### src/rtl/semaforo_controlador.sv
// Two-approach traffic-light FSM driving the calle block's semaforo_a/semaforo_b codes.
// Phases are cycle-counted; latched requests may cut the opposing green after a minimum time.
package semaforo_pkg;
  typedef enum logic [2:0] {
    A_VERDE    = 3'd0,
    A_AMARILLO = 3'd1,
    ROJO_1     = 3'd2,
    B_VERDE    = 3'd3,
    B_AMARILLO = 3'd4,
    ROJO_2     = 3'd5
  } state_t;
endpackage

module semaforo_controlador
  import semaforo_pkg::*;
#(
  parameter int T_VERDE     = 8,
  parameter int T_AMARILLO  = 2,
  parameter int T_TODO_ROJO = 1,
  parameter int T_MIN_VERDE = 3
) (
  input  logic       clk,
  input  logic       reset,
  input  logic       enb,
  input  logic       solicitud_a,
  input  logic       solicitud_b,
  output logic [1:0] semaforo_a,
  output logic [1:0] semaforo_b,
  output logic [2:0] fase
);

  localparam logic [1:0] VERDE    = 2'b10;
  localparam logic [1:0] AMARILLO = 2'b01;
  localparam logic [1:0] ROJO     = 2'b00;

  state_t     state, state_nx;
  logic [7:0] cnt;
  logic [7:0] dur;
  logic       pend_a, pend_b;
  logic       ilegal, fin_tiempo, corte, salir;
  logic       entra_a, entra_b;

  // Light pair {a, b} shown while in state s.
  function automatic logic [3:0] luces(input state_t s);
    case (s)
      A_VERDE:    luces = {VERDE, ROJO};
      A_AMARILLO: luces = {AMARILLO, ROJO};
      B_VERDE:    luces = {ROJO, VERDE};
      B_AMARILLO: luces = {ROJO, AMARILLO};
      default:    luces = {ROJO, ROJO};
    endcase
  endfunction

  always_comb begin
    dur      = 8'(T_VERDE);
    state_nx = A_VERDE;
    ilegal   = 1'b0;
    case (state)
      A_VERDE:    begin dur = 8'(T_VERDE);     state_nx = A_AMARILLO; end
      A_AMARILLO: begin dur = 8'(T_AMARILLO);  state_nx = ROJO_1;     end
      ROJO_1:     begin dur = 8'(T_TODO_ROJO); state_nx = B_VERDE;    end
      B_VERDE:    begin dur = 8'(T_VERDE);     state_nx = B_AMARILLO; end
      B_AMARILLO: begin dur = 8'(T_AMARILLO);  state_nx = ROJO_2;     end
      ROJO_2:     begin dur = 8'(T_TODO_ROJO); state_nx = A_VERDE;    end
      default:    ilegal = 1'b1;
    endcase
  end

  // Only greens can be cut short; yellow and all-red always run their full time.
  always_comb begin
    fin_tiempo = (cnt == dur - 8'd1);
    corte      = 1'b0;
    if (cnt >= 8'(T_MIN_VERDE - 1)) begin
      if (state == A_VERDE) corte = pend_b | solicitud_b;
      if (state == B_VERDE) corte = pend_a | solicitud_a;
    end
    salir   = enb & ~ilegal & (fin_tiempo | corte);
    entra_a = ilegal | (salir & (state_nx == A_VERDE));
    entra_b = salir & (state_nx == B_VERDE);
  end

  always_ff @(posedge clk) begin
    if (!reset) begin
      state                    <= A_VERDE;
      cnt                      <= 8'd0;
      pend_a                   <= 1'b0;
      pend_b                   <= 1'b0;
      {semaforo_a, semaforo_b} <= luces(A_VERDE);
    end else begin
      if (ilegal) begin
        state                    <= A_VERDE;
        cnt                      <= 8'd0;
        {semaforo_a, semaforo_b} <= luces(A_VERDE);
      end else if (salir) begin
        state                    <= state_nx;
        cnt                      <= 8'd0;
        {semaforo_a, semaforo_b} <= luces(state_nx);
      end else if (enb) begin
        cnt <= cnt + 8'd1;
      end
      // Latching ignores enb; entry into the green wins over a same-cycle request.
      if (entra_a)                               pend_a <= 1'b0;
      else if (solicitud_a && state != A_VERDE)  pend_a <= 1'b1;
      if (entra_b)                               pend_b <= 1'b0;
      else if (solicitud_b && state != B_VERDE)  pend_b <= 1'b1;
    end
  end

  assign fase = state;

endmodule

### config.mk
export PLATFORM = sky130hd
export DESIGN_NAME = semaforo_controlador
export DESIGN_NICKNAME = d
export VERILOG_FILES = /design/src/rtl/semaforo_controlador.sv
export SDC_FILE = /design/constraint.sdc
export NUM_CORES = 1
export LEC_CHECK = 0
export ABC_CLOCK_PERIOD_IN_PS = 3170
export CAP_MARGIN = 25
export CORE_ASPECT_RATIO = 1.4
export CORE_UTILIZATION = 35
export DETAILED_ROUTE_END_ITERATION = 8
export HOLD_SLACK_MARGIN = 0.02
export PLACE_DENSITY = 0.64
export SYNTH_ARGS = -nofsm -noshare
export SYNTH_HDL_FRONTEND = slang
export SYNTH_SLANG_ARGS = --single-unit
### constraint.sdc
create_clock -name clk -period 3.17 [get_ports clk]
set_input_delay 0.4755 -clock clk [delete_from_list [all_inputs] [get_ports clk]]
set_output_delay 0.4755 -clock clk [all_outputs]
set_load 0.02 [all_outputs]
* Word level (Yosys, flattened, before mapping)
Index checks and enable logic that the tools add are counted.
** Word-level totals
- Word-level logic and storage cells :: 48
- Bits in registers :: 17
- Output and inout bits :: 7
- Bits of input ports :: 5
** Operators by class
- Magnitude comparators :: 1
- Bitwise gates (word level) :: 10
- $add $sub $neg :: 2
- Mux-type cells :: 7
- Eq/ne operators :: 10
- Reduce and logical (&&, ||, !) cells :: 12
** Operators with widths (count)
- $pmux W4 S4 :: 1
- $pmux W3 S5 :: 1
- $eq A3 B2 Y1 const B :: 3
- $eq A3 B3 Y1 const B :: 3
- $add A8 B1 Y8 const B :: 1
- $eq A8 B8 Y1 :: 1
- $ge A8 B2 Y1 const B :: 1
- $pmux W4 S2 :: 1
- $reduce_or A2 Y1 :: 4
- $sub A8 B1 Y8 const B :: 1
- $eq A3 B1 Y1 const B :: 2
- $logic_not A3 Y1 :: 2
- $reduce_or A6 Y1 :: 1
- $and A1 B1 Y1 :: 4
- $mux W1 :: 4
- $or A1 B1 Y1 :: 4
- $ne A3 B2 Y1 const B :: 1
- $reduce_bool A3 Y1 :: 1
- $reduce_or A3 Y1 :: 1
- $logic_and A1 B1 Y1 :: 2
- $not A1 Y1 :: 2
- $reduce_and A2 Y1 :: 1

* Longest topological paths before layout
- Depth in word-level cells :: 10
- Depth in mapped cells :: 10
- Mapped depth without buffers :: 8

* Worst setup path after synthesis
No wires, ideal clock.
- Kind :: flip-flop to flip-flop
- Start point :: register state[2] (netlist: fase[2])
- End point :: register semaforo_a[1]
- Clock period less this slack :: 2.365 ns
- Arrival time :: 2.243 ns
- Library setup time :: 0.122 ns
- Cell stages (with the launch flop) :: 10
- Buffers on the path :: 2
- Required time :: 3.048 ns
- Path slack :: 0.805 ns
- Cells stage by stage :: dfxtp_1 buf_2 xor2_1 nand2b_1 ha_1 xor2_1 nand4_1 o21a_1 buf_6 a221o_1
** Between the ends
- Longest elaborated chain between the ends :: 7
- Elaborated cells between the ends (all ways) :: 25
- Classes of those cells :: 1 x add/sub; 9 x eq/ne; 6 x mux; 3 x bitwise; 6 x reduce/logical
** RTL lines
- start, declared :: line 36 : state_t state, state_nx;
- start signal, assigned :: line 95 : state <= state_nx;
- $eq A3 B3 Y1, or another cell as far along :: line 58 : case (state)
- $reduce_or A2 Y1 (no source line)
- $pmux W4 S2 :: line 58
- $sub A8 B1 Y8 :: line 71 : fin_tiempo = (cnt == dur - 8'd1);
- $eq A8 B8 Y1 :: line 71
- $or A1 B1 Y1 :: line 77 : salir = enb & ~ilegal & (fin_tiempo | corte);
- $and A1 B1 Y1 :: line 77
- end signal, assigned :: line 88 : {semaforo_a, semaforo_b} <= luces(A_VERDE);
- end signal, assigned :: line 93 : {semaforo_a, semaforo_b} <= luces(A_VERDE);
- end signal, assigned :: line 97 : {semaforo_a, semaforo_b} <= luces(state_nx);
- end, declared :: line 27 : output logic [1:0] semaforo_a,
Several ways; a longest one is shown, not always the timed one.
A chain may end at the register's enable or synchronous reset.

* Final worst setup path
Same ends and word-level chain as after synthesis.

==> reports/metrics.yaml <==
die:
  core_area_um2: 2640
  start_util_pct: 36.9
  dieArea_um2: 3010
  rows: 22
  dieHeight_um: 64.5
  ioPinCount: 12
  die_w_um: 46.6
sta:
  worst_slack_ns: 0.660
  hold_viol: 0
  max_freq_mhz: 398
  setup_violations: 0
  worst_clock_skew_ns: 0.00408
  period_minus_slack_ns: 2.51
  period_share_pct: 79.2
  maxSlewViolCount: 0
  setup_tns_ns: 0
  worst_slew_pin_slew_ns: 0.546
  rsz0062_at_grt: "false"
  maxSlewHeadroom_pct: 63.6
routing:
  dr.pass1.iters: 4
  drc: 0
  wirelength_mm: 1.86
  drt-initial-drc-count: 20
  detail_route.wl_per_cell_um: 12.2
  via_per_inst: 5.15
  final_antenna_net_count: 0
  vias: 788
setup_path:
  worst-path-buf-inv: 0
  cp_max_fo: 17
  r2r_start: "fase[2]"
  worstSetupEndpoint: "semaforo_a[1]"
  critical-path-max-stage-delay_ns: 0.68
  r2r_end: "semaforo_a[1]"
  crit_type: "flop to flop"
  worstSetupStartpointType: "flop"
  cp_cell_sequence: "and3b_1, nor2_1, ha_1, xor2_1, nand4_1, o21a_1, a221o_1"
  arrival_ns: 2.70
  cp-end-kind: "flop"
  cp_num_cells: 7
  path_delay_family: "compound AO/OA/AOI/OAI gates"
  startpoint: "fase[2]"
  reg2reg_depth: 7
  worst_path_max_delay_cell: "dfxtp_1"
  r2r_setup_slack_ns: 0.66
  required_ns: 3.36
clock_tree:
  clockBufferDepth: 2
  cts_hold_buf: 0
  htree_levels: 1
  clock_latency_ns: 0.29
  root_buffer: "clkbuf_4"
  cts-resized-gates: 0
  cts_buffers: 3
  clkTransAtPathRegs_ns: 0.10
  cts.sinks: 17
  post-cts-setup-buffers: 0
  cts_tree: "done"
pwr:
  vdd_ir_drop_max_v: 0.000184
  p_leak_nw: 0.423
  power_density_nw_per_um2: 391
final_layout:
  final_core_util_pct: 42.3
  syn_to_final_growth_pct: 14.6
  fillers: 292
  finalInstanceArea_um2: 1120
  multi_input_area_um2: 584
  stdcell_count: 153
  drive_above_1_share_pct: 11.1
  seqCellArea_um2: 340
  antennaDiodeCount: 0
  layout.nets: 126
global_routing:
  grt_pass1_vias: 774
  grt_util_met3_pct: 1.67
  overflow: 0
  grt_pass1_wl_mm: 3.44
  grtUsageMet2_pct: 22.7
  use_met1_pct: 21.8
  grt_usage_pct: 15.3
  grt_max_degree: 18
  busiest_layer: "met2"
  antenna_found_initial: 0
placement:
  port_buffers: 11
  hpwl_mm: 1.42
  gp_congestion: 0.770
  post-place-ws_ns: 0.681
  placedCellCount: 149
  dpl-instance-area_um2: 1090
yosys:
  ys_async_sr_fraction_pct: 0
  ys_ff_latch: 17
  yosys_warnings: 0
  synth_nets: 115
  synth.distinct_cells: 39
  synth_seq_area_share_pct: 34.9
  syn-cell-area_um2: 976
  synth_edf_count: 0
  syn-mean-instance-area_um2: 9.12
  synth-main-ff-cell: "dfxtp_1"
  netlist_instances: 107
run:
  max-cap-violations: 0
hold_path:
  hold_path_class: "flop to flop"
outcome:
  status: "finished clean"
[through the flow]
stage | power, W | hold slack, ns
floorplan | 0.000305 | 0.494
global placement | 0.000324 | 0.457
detailed placement | 0.000326 | 0.460
CTS | 0.000444 | 0.475
global route | 0.000460 | 0.505
finish | 0.000437 | 0.471
[cell type report]
class                   count  share of cell area, %
clock buffers               3                   2.01
clock inverters             1                  0.447
inverters                   3                   1.01
multi-input cells          82                   52.2
flip-flops and latches     17                   30.4
well taps                  36                   4.03
repair buffers             11                   9.84
[logic make-up (layout without fill, tap and decap cells)]
kind of cell             count (synthesis)  after routing  synth area share [%]
flip-flops                              17             17                  34.9
AND/OR/NAND/NOR                         45             45                  27.0
adder cells (fa/ha/maj)                  3              3                  3.85
buffers and inverters                    8             18                  5.26
AO/OA/AOI/OAI                           21             21                  16.8
multiplexers                             3              3                  3.21
XOR/XNOR                                10             10                  8.97
[where the power goes]
part | leakage [nW] | internal, W | switching, W
Clock | 0.0177 | 0.0000470 | 0.0000700
Combinational | 0.267 | 0.0000416 | 0.0000436
Sequential | 0.138 | 0.000223 | 0.0000124
Total | 0.423 | 0.000311 | 0.000126
[layout by cell type (no fill, tap or decap), types with 2 or more instances in the layout]
| cell | count |
|---|---|
| a21oi_1 | 4 |
| and3_1 | 3 |
| inv_1 | 3 |
| ha_1 | 3 |
| o21ai_0 | 3 |
| a211oi_1 | 2 |
| mux2i_1 | 2 |
| xor2_1 | 4 |
| nand2_1 | 9 |
| nor3b_1 | 2 |
| nor2_1 | 6 |
| xnor2_1 | 6 |
| o21ai_2 | 2 |
| dfxtp_1 | 17 |
| a21o_1 | 2 |
| nand4_1 | 4 |
| nand3b_1 | 2 |
| clkbuf_4 | 3 |
| clkdlybuf4s50_1 | 11 |
| nand2b_1 | 3 |
| or3_1 | 2 |
| nor3_1 | 7 |
[cell usage after synthesis, drive strengths merged (2+ instances only)]
master / instances / area (um2)
xnor2: 6 / 52.6
nor3: 7 / 35.0
nor4: 2 / 18.8
inv: 3 / 11.3
mux2i: 2 / 20.0
nand3b: 2 / 15.0
a211oi: 2 / 15.0
and3: 3 / 18.8
xor2: 4 / 35.0
a21oi: 4 / 20.0
nor2: 6 / 22.5
nor3b: 3 / 27.5
nand2b: 3 / 18.8
nand4: 4 / 25.0
o21ai: 5 / 32.5
ha: 3 / 37.5
or3: 3 / 23.8
buf: 5 / 40.0
dfxtp: 17 / 340
nand2: 9 / 33.8
a21o: 2 / 15.0
[sequential cells by signal, indices dropped and copies added, names as in the netlist]
signal      count
semaforo_b      2
pend_b          1
fase            3
pend_a          1
cnt             8
semaforo_a      2
[how the worst min path moves through the flow]
| stage | start | end | slack (ns) | cells after the start |
|---|---|---|---|---|
| 6_report | semaforo_a[0] | semaforo_a[0] | 0.47 | 2 |
| 5_1_grt | semaforo_a[0] | semaforo_a[0] | 0.51 | 2 |
| 4_1_cts | semaforo_a[0] | semaforo_a[0] | 0.48 | 2 |
| 3_5_place_dp | semaforo_a[0] | semaforo_a[0] | 0.46 | 2 |
| 3_3_place_gp | semaforo_b[1] | semaforo_b[1] | 0.46 | 2 |
| 2_1_floorplan | pend_b | pend_b | 0.49 | 2 |
[metal layers]
metal,part of all wire [%],vias to the layer above
met5,0,-
met2,47,10
met3,2.7,5
met1,48,363
met4,1.8,0
li1,-,410
[worst min-delay path: cells and delay by family, from the launching register on]
family / cells / cell delay [ns]
AND/OR/NAND/NOR: 1 / 0.05
multiplexers: 1 / 0.06
flip-flops: 1 / 0.32
Note: power is estimated with default switching activity, not from simulation.
